===== src/rtl/plic_gateway.sv =====
// -----------------------------------------------------------------------------
// plic_gateway
//
// Per-source interrupt gateway placed in front of the PLIC core. Every raw
// source line is synchronized into the PCLK domain, then converted into a
// single-cycle pending-set request. Once a request is forwarded, the source is
// blocked until the core reports completion for it. Sources configured for
// rising-edge mode queue the edges that arrive while blocked in a saturating
// counter, and replay them one at a time after each completion.
//
// Ports:
//   PCLK       in   1        clock for all logic
//   PRESETn    in   1        asynchronous active-low reset
//   src        in   SRC_NUM  raw interrupt lines, asynchronous to PCLK
//   edge_mode  in   SRC_NUM  1 = rising-edge source, 0 = level-high source
//   complete   in   SRC_NUM  one-cycle pulse: handler for source i is done
//   ovf_clr    in   SRC_NUM  one-cycle pulse clearing edge_ovf[i]
//   ip_set     out  SRC_NUM  registered one-cycle pulse setting core pending i
//   busy       out  SRC_NUM  source i forwarded and awaiting complete
//   edge_ovf   out  SRC_NUM  sticky: an edge was dropped on a full counter
// -----------------------------------------------------------------------------
module plic_gateway #(
  parameter int SRC_NUM     = 8,
  parameter int SYNC_STAGES = 2,
  parameter int CNT_W       = 4
) (
  input  logic               PCLK,
  input  logic               PRESETn,
  input  logic [SRC_NUM-1:0] src,
  input  logic [SRC_NUM-1:0] edge_mode,
  input  logic [SRC_NUM-1:0] complete,
  input  logic [SRC_NUM-1:0] ovf_clr,
  output logic [SRC_NUM-1:0] ip_set,
  output logic [SRC_NUM-1:0] busy,
  output logic [SRC_NUM-1:0] edge_ovf
);

  localparam logic [0:0]       ST_IDLE = 1'b0;
  localparam logic [0:0]       ST_WAIT = 1'b1;
  localparam logic [CNT_W-1:0] CNT_ONE = CNT_W'(1);
  localparam logic [CNT_W-1:0] CNT_MAX = {CNT_W{1'b1}};

  // Sources never interact, so each one gets a fully private slice of logic.
  for (genvar i = 0; i < SRC_NUM; i++) begin : g_src
    logic [SYNC_STAGES-1:0] sync_q;
    logic                   src_s;
    logic                   src_q;
    logic                   rise;

    logic [0:0]             state_q, state_d;
    logic [CNT_W-1:0]       cnt_q, cnt_d;
    logic                   ip_set_q, ip_set_d;
    logic                   ovf_q, ovf_d;
    logic                   ovf_hit;

    // Synchronizer chain plus one extra flop for edge detection.
    // NOTE: sequential state uses non-blocking assignments so every flop
    // samples the pre-edge value of its neighbour, giving a true shift chain.
    always_ff @(posedge PCLK or negedge PRESETn) begin
      if (!PRESETn) begin
        sync_q <= '0;
        src_q  <= 1'b0;
      end else begin
        sync_q <= {sync_q[SYNC_STAGES-2:0], src[i]};
        src_q  <= src_s;
      end
    end

    assign src_s = sync_q[SYNC_STAGES-1];
    assign rise  = src_s & ~src_q;

    always_comb begin
      // NOTE: every signal gets a default before any branch so no path
      // leaves it unassigned, which would otherwise infer a latch.
      state_d  = state_q;
      cnt_d    = cnt_q;
      ip_set_d = 1'b0;
      ovf_hit  = 1'b0;

      case (state_q)
        ST_IDLE: begin
          if (edge_mode[i]) begin
            if ((cnt_q != '0) || rise) begin
              ip_set_d = 1'b1;
              state_d  = ST_WAIT;
              // cnt + rise - 1: a fresh edge is forwarded directly, otherwise
              // one queued edge is consumed.
              if (!rise) begin
                cnt_d = cnt_q - CNT_ONE;
              end
            end
          end else if (src_s) begin
            ip_set_d = 1'b1;
            state_d  = ST_WAIT;
          end
        end

        default: begin  // ST_WAIT
          // Completion returns to IDLE; any new request is only evaluated
          // from IDLE in the next cycle, so two pulses are never adjacent.
          if (complete[i]) begin
            state_d = ST_IDLE;
          end
          if (edge_mode[i] && rise) begin
            if (cnt_q == CNT_MAX) begin
              ovf_hit = 1'b1;
            end else begin
              cnt_d = cnt_q + CNT_ONE;
            end
          end
        end
      endcase

      // Level sources never queue anything.
      if (!edge_mode[i]) begin
        cnt_d = '0;
      end

      // A new overflow outranks a clear arriving in the same cycle.
      ovf_d = ovf_hit | (ovf_q & ~ovf_clr[i]);
    end

    always_ff @(posedge PCLK or negedge PRESETn) begin
      if (!PRESETn) begin
        state_q  <= ST_IDLE;
        cnt_q    <= '0;
        ip_set_q <= 1'b0;
        ovf_q    <= 1'b0;
      end else begin
        state_q  <= state_d;
        cnt_q    <= cnt_d;
        ip_set_q <= ip_set_d;
        ovf_q    <= ovf_d;
      end
    end

    assign ip_set[i]   = ip_set_q;
    assign busy[i]     = (state_q == ST_WAIT);
    assign edge_ovf[i] = ovf_q;
  end

endmodule

===== config.mk =====
export PLATFORM = sky130hd
export DESIGN_NAME = plic_gateway
export DESIGN_NICKNAME = d
export VERILOG_FILES = /design/src/rtl/plic_gateway.sv
export SDC_FILE = /design/constraint.sdc
export NUM_CORES = 1
export LEC_CHECK = 0
export CAP_MARGIN = 20
export CORE_MARGIN = 2
export CORE_UTILIZATION = 49
export DETAILED_ROUTE_END_ITERATION = 8
export PLACE_DENSITY = 0.8
export SETUP_SLACK_MARGIN = 0.4
export SYNTH_ARGS = -nofsm -noshare
export SYNTH_HDL_FRONTEND = slang
export SYNTH_SLANG_ARGS = --single-unit

===== constraint.sdc =====
create_clock -name PCLK -period 1.8 [get_ports PCLK]
set_input_delay 0.36 -clock PCLK [delete_from_list [all_inputs] [get_ports PCLK]]
set_output_delay 0.36 -clock PCLK [all_outputs]
set_load 0.01 [all_outputs]

# [After elaboration in Yosys (flattened, before gate mapping)]
# Index checks and enable logic that the tools add are counted.
[word_totals] out_inout_bits=24 ff_bits=80 inputBits=34
[op_classes] n_bitwise=40 muxes=120 eq_ne=40 addsub=16 n_reduce_logical=32
[op_table] cell="$mux W4" count=48
[op_table] cell="$mux W1" count=72
[op_table] cell="$ne A3 B2 Y1 const B" count=16
[op_table] cell="$add A4 B1 Y4 const B" count=8
[op_table] cell="$eq A4 B4 Y1 const B" count=8
[op_table] cell="$reduce_and A4 Y1" count=8
[op_table] cell="$reduce_bool A4 Y1" count=8
[op_table] cell="$sub A4 B1 Y4 const B" count=8
[op_table] cell="$ne A3 B1 Y1 const B" count=8
[op_table] cell="$ne A3 B3 Y1 const B" count=8
[op_table] cell="$and A1 B1 Y1" count=16
[op_table] cell="$not A1 Y1" count=16
[op_table] cell="$logic_and A1 B1 Y1" count=8
[op_table] cell="$logic_or A1 B1 Y1" count=8
[op_table] cell="$or A1 B1 Y1" count=8

# [Longest topological paths before layout]
# Gate-level depths: netlist of the first run.
[logic_depth] ltp_word=6 depth_mapped=7 mapped_depth_nobuf=7

# [Least setup slack after synthesis of the first run]
# Ideal clock, no wire load.
[synth_timing] path_type="register to register" start="register g_src[3].cnt_q[1]" end="register g_src[3].cnt_q[2]" path_buffers=0 required_time_ps=1682 path_slack_ps=5 path_stages_with_launch=6 synth_period_minus_slack_ps=1795 arrival_ps=1677 cell_sequence="dfrtp_1 > or4_1 > nor3b_1 > nor2_1 > mux2_1 > a21o_1"
[synth_via] elab_chain_len=5 elab_cells_between_ends=14 classes_between="add/sub: 2; eq/ne: 3; mux: 6; reduce/logical: 3"
[synth_lines] element="from (decl)" line_no="51" rtl="logic [CNT_W-1:0] cnt_q, cnt_d;"
[synth_lines] element="from (signal assigned)" line_no="131" rtl="cnt_q <= cnt_d;"
[synth_lines] element="$sub A4 B1 Y4 or $add A4 B1 Y4 (tied branches)" line_no="89, 108"
[synth_lines] element="$mux W4 (on tied branches)" line_no="88, 105"
[synth_lines] element="$mux W4 (on tied branches)" line_no="83, 104"
[synth_lines] element="$mux W4" line_no="80" rtl="case (state_q)"
[synth_lines] element="$mux W4" line_no="115" rtl="if (!edge_mode[i]) begin"
# Parallel ways exist; a longest one is shown, timed or not. The select of a mux whose other input is x is not followed.
# A chain may end at the register's enable or synchronous reset.

# [Worst setup path after layout of the first run]
[layout_timing] start="register g_src[3].cnt_q[2]" end="register g_src[3].cnt_q[2]"
# The elaborated chain is that of the path after synthesis.

==> flow_metrics.py, run 1 <==
metrics = {
    "critical_path": {
        "path_class": "flip-flop to flip-flop",
        "start_kind": "flip-flop",
        "critPathArrivalTime_ns": 2.05,
        "critPathMaxFanout": 3,
        "critical_path_required_ns": 2.03,
        "end_kind": "flip-flop",
    },
    "grt": {
        "globalRouteOverflowTotal": 0,
        "vias_in_the_first_global_route": 3150,
        "grt_pass1_wl_um": 14300,
        "grt_max_degree": 81,
        "antenna_violations_before_repair": 0,
        "grt_resource_usage_total_pct": 20.2,
    },
    "place": {
        "finalWeightedCongestion": 0.864,
        "detailed_place_hpwl_um": 5450,
        "placement.io_buffers": 57,
    },
    "worst_hold_path": {
        "worst_hold_path_type": "input pin to async pin",
    },
    "final_layout": {
        "layout.filler_cells": 538,
        "fin_util_pct": 71.7,
        "drive_gt1_share_pct": 38.7,
        "syn2layout_area_growth_pct": 43.4,
        "n_antenna_cell": 0,
        "design.final.nets": 552,
    },
    "logic_synthesis": {
        "edff_count_synth": 0,
        "syn_area_um2": 4070,
        "post_synth_adder_cell_area_pct": 8.86,
        "synth_top_flop_cell": "sky130_fd_sc_hd__dfrtp_1",
        "netlist_instances": 383,
        "synth.distinct_cells": 39,
        "main_combinational_cell_family_by_area_after_synthesis": "simple AND/OR/NAND/NOR gates",
        "synth-seq-area-share_pct": 49.2,
        "synthXorXnorAreaFrac_pct": 3.45,
        "synth_simple_gate_area_share_pct": 13.0,
        "synth-seq-cells": 80,
        "synth_compound_area_share_pct": 12.2,
        "muxShareOfSynthArea_pct": 5.20,
        "mean_instance_size_in_the_synthesized_netlist_um2": 10.6,
        "postSynthNetCount": 441,
        "synth_async_sr_flop_share_pct": 100,
        "synth-warning-count": 0,
    },
    "sta": {
        "max_slew.worst_pin.slew_ns": 0.444,
        "worst_clock_skew_ns": 0.00982,
        "setup_viol": 1,
        "rsz0062_at_grt": "yes",
        "fin_setup_tns_ns": -0.0189,
        "drv_slew": 0,
        "slew-limit-headroom_pct": 70.4,
        "finalCritPeriodShare_pct": 101,
        "timing_hold_violations_final": 0,
        "max_clock_freq_mhz": 550,
        "min_period_ns": 1.82,
        "timing.final.ws_setup_ns": -0.0189,
        "hold_ws_ns": 0.0185,
    },
    "floorplanning": {
        "floorplan.initialDensity_pct": 50.0,
        "die_height_um": 95.1,
        "top_level_ports": 58,
        "core-area_um2": 8130,
        "fp.dieW_um": 95.1,
        "die_area_um2": 9040,
        "rows": 33,
    },
    "clock_tree": {
        "cts_max_level": 3,
        "cts_buffer_depth": 2,
        "clock_sinks": 80,
        "clk_latency_ns": 0.34,
        "cts_root_buffer": "sky130_fd_sc_hd__clkbuf_8",
        "clkTransAtPathRegs_ns": 0.08,
        "hold_buffers": 0,
        "clock_tree_from_tritoncts": "yes",
        "cts_inserted_buffers": 9,
    },
    "flow_run": {
        "timing.max_cap.violations": 0,
    },
    "route": {
        "drc": 0,
        "wl_um": 8960,
        "route.antenna.remaining_nets": 0,
        "drt_pass1_iterations": 6,
        "detail_route.iter0.violations": 113,
        "dr_wl_cell_um": 14.8,
        "dr_total_vias": 3116,
        "vias_per_cell": 5.16,
    },
    "power": {
        "leakage_power_of_the_design_uw": 0.00278,
        "p_int_uw": 5690,
        "pwr-share-clk_pct": 17.7,
        "maximum_resistive_drop_on_vdd_uv": 731,
        "p_per_area_nw_per_um2": 1500,
        "pwr-share-seq_pct": 29.9,
        "combinationalPowerShare_pct": 52.4,
        "p_total_uw": 8730,
        "net_switching_power_of_the_design_uw": 3040,
        "switching_share_pct": 34.8,
    },
    "run_status": {
        "result_of_the_run": "finished with violations",
        "failing_checks": "setup timing",
    },
}
[stage by stage]
stage | setup WS (ns) | area (um^2) | instances
detailed placement | -0.0468 | 4860 | 544
floorplan | 0.00908 | 4140 | 383
finish | -0.0189 | 5830 | 604
global placement | -0.00873 | 4860 | 544
global route | -0.0686 | 5830 | 604
CTS | -0.00422 | 5470 | 584
[synth_stat cells, types with 2 or more instances]
master,n,share of area [%]
sky130_fd_sc_hd__mux2i_1,20,4.9
sky130_fd_sc_hd__o21ai_1,2,0.25
sky130_fd_sc_hd__nor2_1,13,1.2
sky130_fd_sc_hd__o21ai_0,21,2.6
sky130_fd_sc_hd__a22oi_1,6,1.1
sky130_fd_sc_hd__or4_1,5,0.92
sky130_fd_sc_hd__a21oi_1,11,1.4
sky130_fd_sc_hd__clkbuf_1,4,0.37
sky130_fd_sc_hd__a2bb2oi_1,2,0.43
sky130_fd_sc_hd__inv_1,35,3.2
sky130_fd_sc_hd__o21bai_1,2,0.37
sky130_fd_sc_hd__nand2b_1,6,0.92
sky130_fd_sc_hd__o22ai_1,4,0.62
sky130_fd_sc_hd__ha_1,16,4.9
sky130_fd_sc_hd__and2_1,3,0.46
sky130_fd_sc_hd__nor4_1,2,0.31
sky130_fd_sc_hd__buf_4,24,4.4
sky130_fd_sc_hd__dfrtp_1,80,49
sky130_fd_sc_hd__xnor2_1,10,2.2
sky130_fd_sc_hd__nor2b_1,7,1.1
sky130_fd_sc_hd__nor3b_1,2,0.37
sky130_fd_sc_hd__nand2_1,44,4.1
sky130_fd_sc_hd__o32ai_1,2,0.43
sky130_fd_sc_hd__xor2_1,6,1.3
sky130_fd_sc_hd__a31o_2,4,0.86
sky130_fd_sc_hd__nand4_1,8,1.2
sky130_fd_sc_hd__nor3_1,8,0.98
sky130_fd_sc_hd__a21o_1,16,3.0
sky130_fd_sc_hd__or3b_1,3,0.65
sky130_fd_sc_hd__fa_1,8,3.9
[critical path, stage by stage, from the launching register on]
cell and delay (ns):
sky130_fd_sc_hd__dfrtp_1 0.39, sky130_fd_sc_hd__or4_4 0.56, sky130_fd_sc_hd__nor3b_4 0.18, sky130_fd_sc_hd__nor2_2 0.13, sky130_fd_sc_hd__mux2_4 0.31, sky130_fd_sc_hd__a21o_1 0.15
[power by group through the flow]
stage	logic (uW)	registers, uW	clock network (uW)
2_1_floorplan	2310	2580	0
3_3_place_gp	2960	2620	0
3_5_place_dp	3110	2630	0
4_1_cts	3810	2600	1590
5_1_grt	4990	2650	1680
6_report	4570	2610	1540
[per-layer routing]
metal	vias to the layer above	wire [um]	global-route usage, %
met5	-	0	0
met4	0	55	5.56
met3	4	282	5.30
met2	59	4840	36.1
met1	1543	3780	24.0
li1	1510	-	-
[repair_timing]
action,4_1_cts,5_1_grt
pin swaps,23,29
endpoints found under the setup margin,61,59
hold endpoints to repair,0,0
gates resized for setup,101,60
setup buffers,24,20
cloned,0,0
[placed cells by master, fill, tap and decap left out, types with 4 or more instances in the layout]
master                            count
sky130_fd_sc_hd__dfrtp_1             71
sky130_fd_sc_hd__clkdlybuf4s50_1     32
sky130_fd_sc_hd__nand2_2              5
sky130_fd_sc_hd__a21oi_2             10
sky130_fd_sc_hd__dlygate4sd2_1        6
sky130_fd_sc_hd__ha_4                 4
sky130_fd_sc_hd__buf_4               54
sky130_fd_sc_hd__fa_1                 5
sky130_fd_sc_hd__o21ai_1             10
sky130_fd_sc_hd__a22oi_2              5
sky130_fd_sc_hd__nor2b_1              5
sky130_fd_sc_hd__clkdlybuf4s15_1     10
sky130_fd_sc_hd__xnor2_1              8
sky130_fd_sc_hd__buf_6               21
sky130_fd_sc_hd__nor2_1              10
sky130_fd_sc_hd__xor2_1               6
sky130_fd_sc_hd__nand4_1              8
sky130_fd_sc_hd__inv_1               24
sky130_fd_sc_hd__inv_2                8
sky130_fd_sc_hd__or4_4                6
sky130_fd_sc_hd__a31o_4               4
sky130_fd_sc_hd__clkbuf_8             9
sky130_fd_sc_hd__nand2b_1             5
sky130_fd_sc_hd__mux2i_1             19
sky130_fd_sc_hd__dfrtp_2              9
sky130_fd_sc_hd__a21o_1              16
sky130_fd_sc_hd__ha_1                12
sky130_fd_sc_hd__o21ai_2              7
sky130_fd_sc_hd__nor3_2               4
sky130_fd_sc_hd__nand2_1             39
sky130_fd_sc_hd__o21ai_0              6
[registers in the layout (all words and copies together) (netlist names)]
name	flops
g_src.ip_set_q	8
g_src.state_q	8
g_src.cnt_q	32
g_src.src_q	8
g_src.ovf_q	8
g_src.sync_q	16
[path summary, 6_finish.rpt]
kind                                          from                  to  slack [ns]  depth (start not counted)
worst max-delay path             g_src[3].cnt_q[2]   g_src[3].cnt_q[2]       -0.02                          5
worst min-delay path                       PRESETn   g_src[0].cnt_q[3]        0.02                          2
worst max register to register   g_src[3].cnt_q[2]   g_src[3].cnt_q[2]       -0.02                          5
worst min register to register  g_src[7].sync_q[0]  g_src[7].sync_q[1]        0.35                          0
max in group asynchronous                  PRESETn   g_src[5].cnt_q[1]        1.39                          2
min in group PCLK               g_src[7].sync_q[0]  g_src[7].sync_q[1]        0.35                          0
[cell families after synthesis]
group | after synthesis
multiplexers | 21
flip-flops | 80
AND/OR/NAND/NOR | 105
buffers and inverters | 63
AO/OA/AOI/OAI | 74
XOR/XNOR | 16
adder cells (fa/ha/maj) | 24
[area by class of cell]
class	count	area [um^2]	share of cell area, %
inverters	35	139	2.38
multi-input cells	240	2150	37.0
repair buffers	128	1150	19.8
clock inverters	6	108	1.85
flip-flops and latches	80	2010	34.5
well taps	105	131	2.25
clock buffers	10	128	2.19
Power figures use the tool's default switching activity.
==> run 2, diff against run 1 <==
SETUP_SLACK_MARGIN = 0.3   (was 0.4)
==> run 2 against run 1 <==
  * The run still ends with setup timing left
  * Clock skew rose by 0.0065 ns
  * Sequential power barely moved
  * Cell area fell by 4.0%
  * Combinational power fell by 8.1%
  * Non-clock buffer count fell by 10
  * Global-route usage barely moved
  * Critical path depth did not move
  * Cell count fell by 1.7%
  * Largest power group unchanged
  * Routed wire length fell by 3.6%
  * Fmax rose by 0.94%
==> flow_metrics.py, run 2 (synthesis gave the netlist of run 1 again) <==
metrics = {
    "critical_path": {
        "worst_setup_path_endpoint": "g_src[3].cnt_q[2]",
        "crit-reg2reg-capture": "g_src[3].cnt_q[2]",
        "r2r_start": "g_src[3].cnt_q[3]",
        "end_kind": "flip-flop",
        "setup.worst_path.start": "g_src[3].cnt_q[3]",
        "path_cells": "or4_4 > nor3b_4 > nor2_2 > mux2_4 > a21o_1",
        "critPathArrivalTime_ns": 2.04,
        "slowest_stage": "sky130_fd_sc_hd__or4_4",
        "crit_cells": 5,
        "critical_path.top_delay_family": "simple AND/OR/NAND/NOR gates",
        "cp_num_buf_inv": 0,
        "worst_r2r_path_depth": 5,
        "critical-path-max-stage-delay_ns": 0.54,
        "path_class": "flip-flop to flip-flop",
        "start_kind": "flip-flop",
        "critical_path_required_ns": 2.04,
        "critPathMaxFanout": 2,
        "worst-r2r-setup-slack_ns": -0.002,
    },
    "clock_tree": {
        "clkTransAtPathRegs_ns": 0.09,
        "clock_tree_from_tritoncts": "yes",
        "cts_inserted_buffers": 9,
        "cts_root_buffer": "sky130_fd_sc_hd__clkbuf_8",
        "cts_max_level": 3,
        "clk_latency_ns": 0.35,
        "clock_sinks": 80,
        "cts_buffer_depth": 2,
    },
    "sta": {
        "drv_slew": 0,
        "min_period_ns": 1.80,
        "max_clock_freq_mhz": 555,
        "worst_clock_skew_ns": 0.0163,
        "timing.final.ws_setup_ns": -0.00189,
        "fin_setup_tns_ns": -0.00189,
        "timing_hold_violations_final": 0,
        "setup_viol": 1,
        "slew-limit-headroom_pct": 71.5,
        "rsz0062_at_grt": "yes",
        "max_slew.worst_pin.slew_ns": 0.424,
        "finalCritPeriodShare_pct": 100,
    },
    "run_status": {
        "failing_checks": "setup timing",
        "result_of_the_run": "finished with violations",
    },
    "route": {
        "dr_total_vias": 3067,
        "wl_um": 8630,
        "detail_route.iter0.violations": 89,
        "route.antenna.remaining_nets": 0,
        "dr_wl_cell_um": 14.5,
        "vias_per_cell": 5.16,
        "drt_pass1_iterations": 4,
        "drc": 0,
    },
    "grt": {
        "globalRouteOverflowTotal": 0,
        "grt_max_degree": 38,
        "antenna_violations_before_repair": 0,
        "grt_resource_usage_total_pct": 20.2,
        "grt_pass1_wl_um": 14400,
        "vias_in_the_first_global_route": 3286,
    },
    "place": {
        "detailed_place_hpwl_um": 5770,
        "preCtsSetupSlack_ns": -0.0730,
        "placement.io_buffers": 57,
        "finalWeightedCongestion": 0.856,
    },
    "final_layout": {
        "largest_register_ffs": 32,
        "layout_commonest_cell": "sky130_fd_sc_hd__dfrtp_1",
        "design.final.nets": 542,
        "drive_gt1_share_pct": 34.4,
        "syn2layout_area_growth_pct": 37.6,
        "commonest_non_fill_non_tap_cells_in_the_layout": "sky130_fd_sc_hd__dfrtp_1, sky130_fd_sc_hd__buf_4, sky130_fd_sc_hd__nand2_1, sky130_fd_sc_hd__clkdlybuf4s50_1, sky130_fd_sc_hd__inv_1",
        "reg.largest.list": "g_src.cnt_q: 32 flops, g_src.sync_q: 16 flops",
        "n_antenna_cell": 0,
        "fin_util_pct": 68.8,
        "max_flop_register": "g_src.cnt_q",
    },
    "worst_hold_path": {
        "hold_start": "g_src[2].sync_q[0]",
        "worst_hold_path_type": "flip-flop to flip-flop",
    },
    "floorplanning": {
        "die_area_um2": 9040,
        "rows": 33,
        "fp.dieW_um": 95.1,
        "die_height_um": 95.1,
        "floorplan.initialDensity_pct": 50.0,
        "top_level_ports": 58,
        "core-area_um2": 8130,
    },
    "power": {
        "maximum_resistive_drop_on_vdd_uv": 733,
        "p_per_area_nw_per_um2": 1460,
        "leakage_power_of_the_design_uw": 0.00272,
    },
    "flow_run": {
        "timing.max_cap.violations": 0,
    },
}
==> run 2: changes by cell type in the layout (fill, tap and decap cells not counted), sizes merged, moves of 2 or more <==
cell           before  now
clkbuf             12   16
bufinv              3    1
clkdlybuf4s15      10    0
buf                78   62
dlygate4sd2         6   21
clkinv              2    0
==> run 2: power breakdown <==
part	internal, uW	total (uW)	leakage [uW]	switching, uW
Combinational	2270	4200	0.00162	1930
Sequential	2220	2620	0.000996	392
Clock	720	1340	0.0000969	620
Total	5210	8160	0.00272	2940
==> run 2: area by class of cell <==
cell class | instances | area [um^2]
timing repair buffer | 118 | 1010
multi-input combinational | 240 | 2100
fill | 608 | 2540
sequential | 80 | 2020
inverter | 35 | 136
clock inverter | 2 | 37.5
clock buffer | 14 | 163
tap | 105 | 131
==> run 2: repair_timing <==
action | in CTS | in global routing
hold buffers | 1 | 0
gates resized for setup | 59 | 63
endpoints found under the setup margin | 55 | 37
pin swaps | 18 | 34
setup buffers | 22 | 12
endpoints found under the hold margin | 31 | 0
==> run 2: metal layers <==
layer  GRT usage, %  wire, um  vias to the layer above
met5              0         0                        -
met4           8.21       185                        0
met3           3.40       249                       16
met2           36.3      4500                       52
met1           24.0      3700                     1512
li1               -         -                     1487
==> run 2: how the worst min path moves through the flow <==
stage,cells after the start,slack (ns),endpoint
floorplan,0,0.06,g_src[0].cnt_q[0]
global placement,1,0.33,g_src[0].ovf_q
detailed placement,1,0.33,g_src[0].cnt_q[3]
CTS,0,0.35,g_src[6].sync_q[1]
global route,0,0.35,g_src[2].sync_q[1]
finish,0,0.34,g_src[2].sync_q[1]
==> run 2: worst register-to-register path, stage by stage (launching register included) <==
cell,delay (ns)
sky130_fd_sc_hd__dfrtp_1,0.38
sky130_fd_sc_hd__or4_4,0.54
sky130_fd_sc_hd__nor3b_4,0.17
sky130_fd_sc_hd__nor2_2,0.15
sky130_fd_sc_hd__mux2_4,0.32
sky130_fd_sc_hd__a21o_1,0.15
==> run 2: metrics by stage <==
stage          cell area [um^2]  cells  hold WS, ns  total power (uW)
2_1_floorplan              4140    383       0.0644              4860
3_3_place_gp               4850    543        0.329              5540
3_5_place_dp               4850    543        0.334              5720
4_1_cts                    5320    582        0.348              7520
5_1_grt                    5590    594        0.352              8740
6_report                   5590    594        0.342              8160
==> run 3, diff against run 2 <==
ABC_CLOCK_PERIOD_IN_PS = 1800   (was default)
CORE_MARGIN = 10   (was 2)
SLEW_MARGIN = 20   (was default)
==> run 3 against run 2 <==
  * The run still ends with setup timing left
  * Critical path depth unchanged
  * Sequential share of layout area is 0.65 points lower
  * Power is 2.6% higher
  * Combinational power rose by 5.0%
  * Routed wire length increased by 15%
  * Largest cell class unchanged
  * Highest routed layer unchanged
==> flow_metrics.py, run 3 (synthesis gave the netlist of run 1 again) <==
metrics = {
    "sta": {
        "finalCritPeriodShare_pct": 101,
        "max_slew.worst_pin.slew_ns": 0.397,
        "slew-limit-headroom_pct": 73.4,
        "timing_hold_violations_final": 0,
        "setup_viol": 1,
        "drv_slew": 0,
        "min_period_ns": 1.81,
        "rsz0062_at_grt": "yes",
        "hold_ws_ns": 0.352,
        "timing.final.ws_setup_ns": -0.0103,
        "max_clock_freq_mhz": 552,
        "worst_clock_skew_ns": 0.00906,
    },
    "critical_path": {
        "path_cells": "or4_4 > nor3b_4 > nor2_2 > mux2_4 > a21o_1",
        "slowest_stage": "sky130_fd_sc_hd__or4_4",
        "critical_path_required_ns": 2.04,
        "critPathMaxFanout": 2,
        "start_kind": "flip-flop",
        "end_kind": "flip-flop",
        "path_class": "flip-flop to flip-flop",
        "critical-path-max-stage-delay_ns": 0.53,
        "critical_path.top_delay_family": "simple AND/OR/NAND/NOR gates",
        "critPathArrivalTime_ns": 2.05,
        "cp_num_buf_inv": 0,
    },
    "grt": {
        "grt_resource_usage_total_pct": 14.5,
        "grt_max_degree": 37,
        "antenna_violations_before_repair": 0,
        "globalRouteOverflowTotal": 0,
        "grt_pass1_wl_um": 15100,
        "vias_in_the_first_global_route": 3224,
    },
    "final_layout": {
        "largest_register_ffs": 32,
        "design.final.nets": 547,
        "syn2layout_area_growth_pct": 39.9,
        "reg.largest.list": "g_src.cnt_q: 32 flops, g_src.sync_q: 16 flops",
        "drive_gt1_share_pct": 34.4,
        "n_antenna_cell": 0,
        "post-route-cell-area_um2": 5690,
        "layout_commonest_cell": "sky130_fd_sc_hd__dfrtp_1",
        "max_flop_register": "g_src.cnt_q",
        "commonest_non_fill_non_tap_cells_in_the_layout": "sky130_fd_sc_hd__dfrtp_1, sky130_fd_sc_hd__buf_4, sky130_fd_sc_hd__nand2_1, sky130_fd_sc_hd__clkdlybuf4s50_1, sky130_fd_sc_hd__inv_1",
    },
    "clock_tree": {
        "cts_root_buffer": "sky130_fd_sc_hd__clkbuf_8",
        "cts_inserted_buffers": 9,
        "clkTransAtPathRegs_ns": 0.08,
        "clk_latency_ns": 0.35,
        "cts_max_level": 3,
        "cts_buffer_depth": 2,
        "clock_sinks": 80,
        "clock_tree_from_tritoncts": "yes",
    },
    "route": {
        "dr_wl_cell_um": 16.5,
        "met3_length_um": 446,
        "route.antenna.remaining_nets": 0,
        "drc": 0,
        "dr_wl_met2_um": 5290,
        "detail_route.iter0.violations": 78,
        "top_signal_layer_used": "met4",
        "drt_pass1_iterations": 4,
        "wl_um": 9890,
        "wirelength_met1_um": 4000,
        "vias_per_cell": 5.23,
        "dr_total_vias": 3132,
    },
    "floorplanning": {
        "top_level_ports": 58,
        "floorplan.initialDensity_pct": 50.0,
        "fp.dieW_um": 111,
        "die_height_um": 111,
        "rows": 33,
        "die_area_um2": 12300,
        "core-area_um2": 8130,
    },
    "power": {
        "maximum_resistive_drop_on_vdd_uv": 639,
        "p_total_uw": 8370,
        "p_per_area_nw_per_um2": 1470,
        "leakage_power_of_the_design_uw": 0.00275,
    },
    "place": {
        "finalWeightedCongestion": 0.887,
        "dpl_cell_area_um2": 4840,
        "detailed_place_hpwl_um": 6200,
        "placement.io_buffers": 57,
    },
    "run_status": {
        "result_of_the_run": "finished with violations",
        "failing_checks": "setup timing",
    },
    "flow_run": {
        "timing.max_cap.violations": 0,
    },
    "worst_hold_path": {
        "worst_hold_path_type": "flip-flop to flip-flop",
    },
}
-- run 3: cell count changes in the layout (fill, tap and decap cells not counted), moves of 3 or more --
cell                       previous run  this run
sky130_fd_sc_hd__buf_6                3        12
sky130_fd_sc_hd__a21oi_1              0         3
sky130_fd_sc_hd__clkbuf_1             3         0
sky130_fd_sc_hd__xnor2_2              3         0
sky130_fd_sc_hd__xnor2_1              7        10
sky130_fd_sc_hd__a21oi_2             10         7
-- run 3: what timing repair did --
action | CTS | global route
pin swaps | 25 | 27
gates cloned | 0 | 0
setup buffers | 32 | 8
hold buffers | 1 | 0
hold endpoints to repair | 24 | 0
resized for setup | 71 | 57
endpoints found under the setup margin | 55 | 35
-- run 3: through the flow --
step / instances / setup TNS, ns / setup WS, ns / utilization, %
floorplan: 383 / 0 / 0.00908 / -
global placement: 542 / -0.00396 / -0.00396 / 59.5
detailed placement: 542 / -0.0569 / -0.0441 / 59.5
CTS: 591 / -0.00816 / -0.00816 / 66.3
global route: 599 / -0.129 / -0.0676 / 69.9
finish: 599 / -0.0103 / -0.0103 / 69.9
-- run 3: worst paths after layout --
| path | from | to | slack (ns) | cells after the start |
|---|---|---|---|---|
| setup reg to reg | g_src[3].cnt_q[3] | g_src[3].cnt_q[2] | -0.01 | 5 |
| min in group asynchronous | PRESETn | g_src[5].cnt_q[0] | 0.47 | 2 |
| setup / recovery | g_src[3].cnt_q[3] | g_src[3].cnt_q[2] | -0.01 | 5 |
| hold reg to reg | g_src[0].sync_q[0] | g_src[0].sync_q[1] | 0.35 | 0 |
| max in group asynchronous | PRESETn | g_src[1].cnt_q[2] | 0.74 | 3 |
| hold / removal | g_src[0].sync_q[0] | g_src[0].sync_q[1] | 0.35 | 0 |
-- run 3: worst register-to-register path: stages, from the launching register on --
cell	delay [ns]
sky130_fd_sc_hd__dfrtp_1	0.39
sky130_fd_sc_hd__or4_4	0.53
sky130_fd_sc_hd__nor3b_4	0.17
sky130_fd_sc_hd__nor2_2	0.14
sky130_fd_sc_hd__mux2_4	0.31
sky130_fd_sc_hd__a21o_1	0.15
-- run 3: power by group --
group	internal (uW)	switching (uW)	total [uW]
sequential	2220	390	2610
clock	712	637	1350
combinational	2400	2010	4410
total	5330	3040	8370
-- run 3: layout make-up --
| class | instances | area (um^2) |
|---|---|---|
| clock buffers | 11 | 151 |
| clock inverters | 5 | 55.1 |
| fillers | 595 | 2450 |
| inverters | 35 | 134 |
| multi-input cells | 240 | 2120 |
| flip-flops and latches | 80 | 2010 |
| well taps | 105 | 131 |
| repair buffers | 123 | 1090 |
-- run 3: routing by layer --
metal  track usage, %  vias to the layer above
li1                 -                     1499
met1             16.4                     1546
met2             25.3                       72
met4             5.48                        0
met5                0                        -
met3             3.84                       15
==> RTL edit (settings of run 1) <==
Change the parameter `SRC_NUM` from 8 to 16.
--- a/src/rtl/plic_gateway.sv
+++ b/src/rtl/plic_gateway.sv
@@ -22,3 +22,3 @@
 module plic_gateway #(
-  parameter int SRC_NUM     = 8,
+  parameter int SRC_NUM     = 16,
   parameter int SYNC_STAGES = 2,
Ports: changed (7 resized); port bits go from 58 to 114. The function was not compared with the original's and may differ.
==> RTL edit against run 1 <==
The run still ends with negative setup slack left; sequential power up 110%; wire length rose by 130%; global-route usage grew 1.6 points; sequential cell count up 80; total power increased by 120%; worst setup slack lost 61 ps; design area grew 110%; area after synthesis up 99%; critical path type unchanged; highest routed layer unchanged.
==> RTL edit: results (changes against run 1) <==
Parameter                              Value

STA
  Setup violation total in the final timing report ... 6 (was 1)
  Worst Setup Slack, final ... -79.6 ps (was -18.9 ps)
  Worst slew margin relative to its limit ... 70.2% (was 70.4%)

Critical path
  First element of the critical path ... g_src[0].cnt_q[2]$_DFFE_PN0P_ (was g_src[3].cnt_q[2]$_DFFE_PN0P_)
  End of the critical path ... g_src[0].cnt_q[2]$_DFFE_PN0P_ (was g_src[3].cnt_q[2]$_DFFE_PN0P_)
  Endpoint of the worst register-to-register path ... g_src[0].cnt_q[2]$_DFFE_PN0P_ (was g_src[3].cnt_q[2]$_DFFE_PN0P_)

Synthesis
  Synthesized-area fraction occupied by adder cells ... 8.90% (was 8.86%)
  Most area-consuming cells after synthesis ... dfrtp_1, mux2i_1, ha_1 (was dfrtp_1, ha_1, mux2i_1)
  Synthesized-area fraction occupied by xor and xnor cells ... 3.57% (was 3.45%)
  Fraction of synthesized area in multiplexers ... 7.37% (was 5.20%)
  Post-synth top cells ... dfrtp_1, inv_1, mux2i_1, buf_4, nand2_1 (was dfrtp_1, nand2_1, inv_1, buf_4, o21ai_0)
  Combinational family with the most area after synthesis ... compound AO/OA/AOI/OAI gates (was simple AND/OR/NAND/NOR gates)

Finish
  Fraction of final layout cells sized beyond drive strength 1 ... 45.3% (was 38.7%)
  Number of nets in the layout ... 1076 (was 552)
  # fillers ... 1004 (was 538)
  Biggest registers after layout ... g_src.cnt_q: 64 flops, g_src.sync_q: 32 flops (was g_src.cnt_q: 32 flops, g_src.sync_q: 16 flops)

Place
  Final weighted congestion of routability-driven global placement ... 0.881 (was 0.864)
  Port Buf Inserts ... 113 (was 57)
  Detailed placement HPWL ... 11700 um (was 5450 um)
  Placed standard-cell area ... 9860 sq um (was 4860 sq um)

Global routing
  Maximum number of pins on one net before global-route repair ... 44 (was 81)
  Number of global-route vias before repair ... 6566 (was 3150)

Run status
  Violated checks ... negative setup slack (unchanged)
  Outcome ... finished, violations left (unchanged)

Drt
  Length of the first detailed-routing pass in iterations ... 4 (was 6)

CTS
  Number of buffers created by CTS ... 17 (was 9)
  Clock insertion delay at the later pin of the skew report ... 430 ps (was 340 ps)
  Post-CTS Resized ... 309 (was 101)
[RTL edit: worst max-delay path: stages (launching register included)]
cell	delay (ps)
dfrtp_1	380
or4_4	530
nor3b_4	180
nor2_2	160
mux2_4	330
a21o_1	180
[RTL edit: layout make-up]
| cell class | instances | area share [%] |
|---|---|---|
| multi-input combinational | 453 | 37.7 |
| sequential | 160 | 33.5 |
| timing repair buffer | 256 | 18.8 |
| clock buffer | 20 | 3.79 |
| inverter | 74 | 2.60 |
| tap | 216 | 2.24 |
| clock inverter | 12 | 1.31 |
[RTL edit: routing by layer]
metal / part of all wire (%) / wire length (um) / vias to the layer above / global-route usage, %
met5: 0 / 0 / - / 0
met3: 3.8 / 778 / 48 / 4.79
li1: - / - / 2972 / -
met1: 41 / 8450 / 3200 / 27.0
met4: 2.5 / 523 / 0 / 8.06
met2: 52 / 10800 / 170 / 37.5
[RTL edit: power breakdown]
part,switching (W),internal [W],leakage (nW)
combinational,0.00460,0.00573,3.37
clock,0.00150,0.00226,0.293
sequential,0.000895,0.00449,2.00
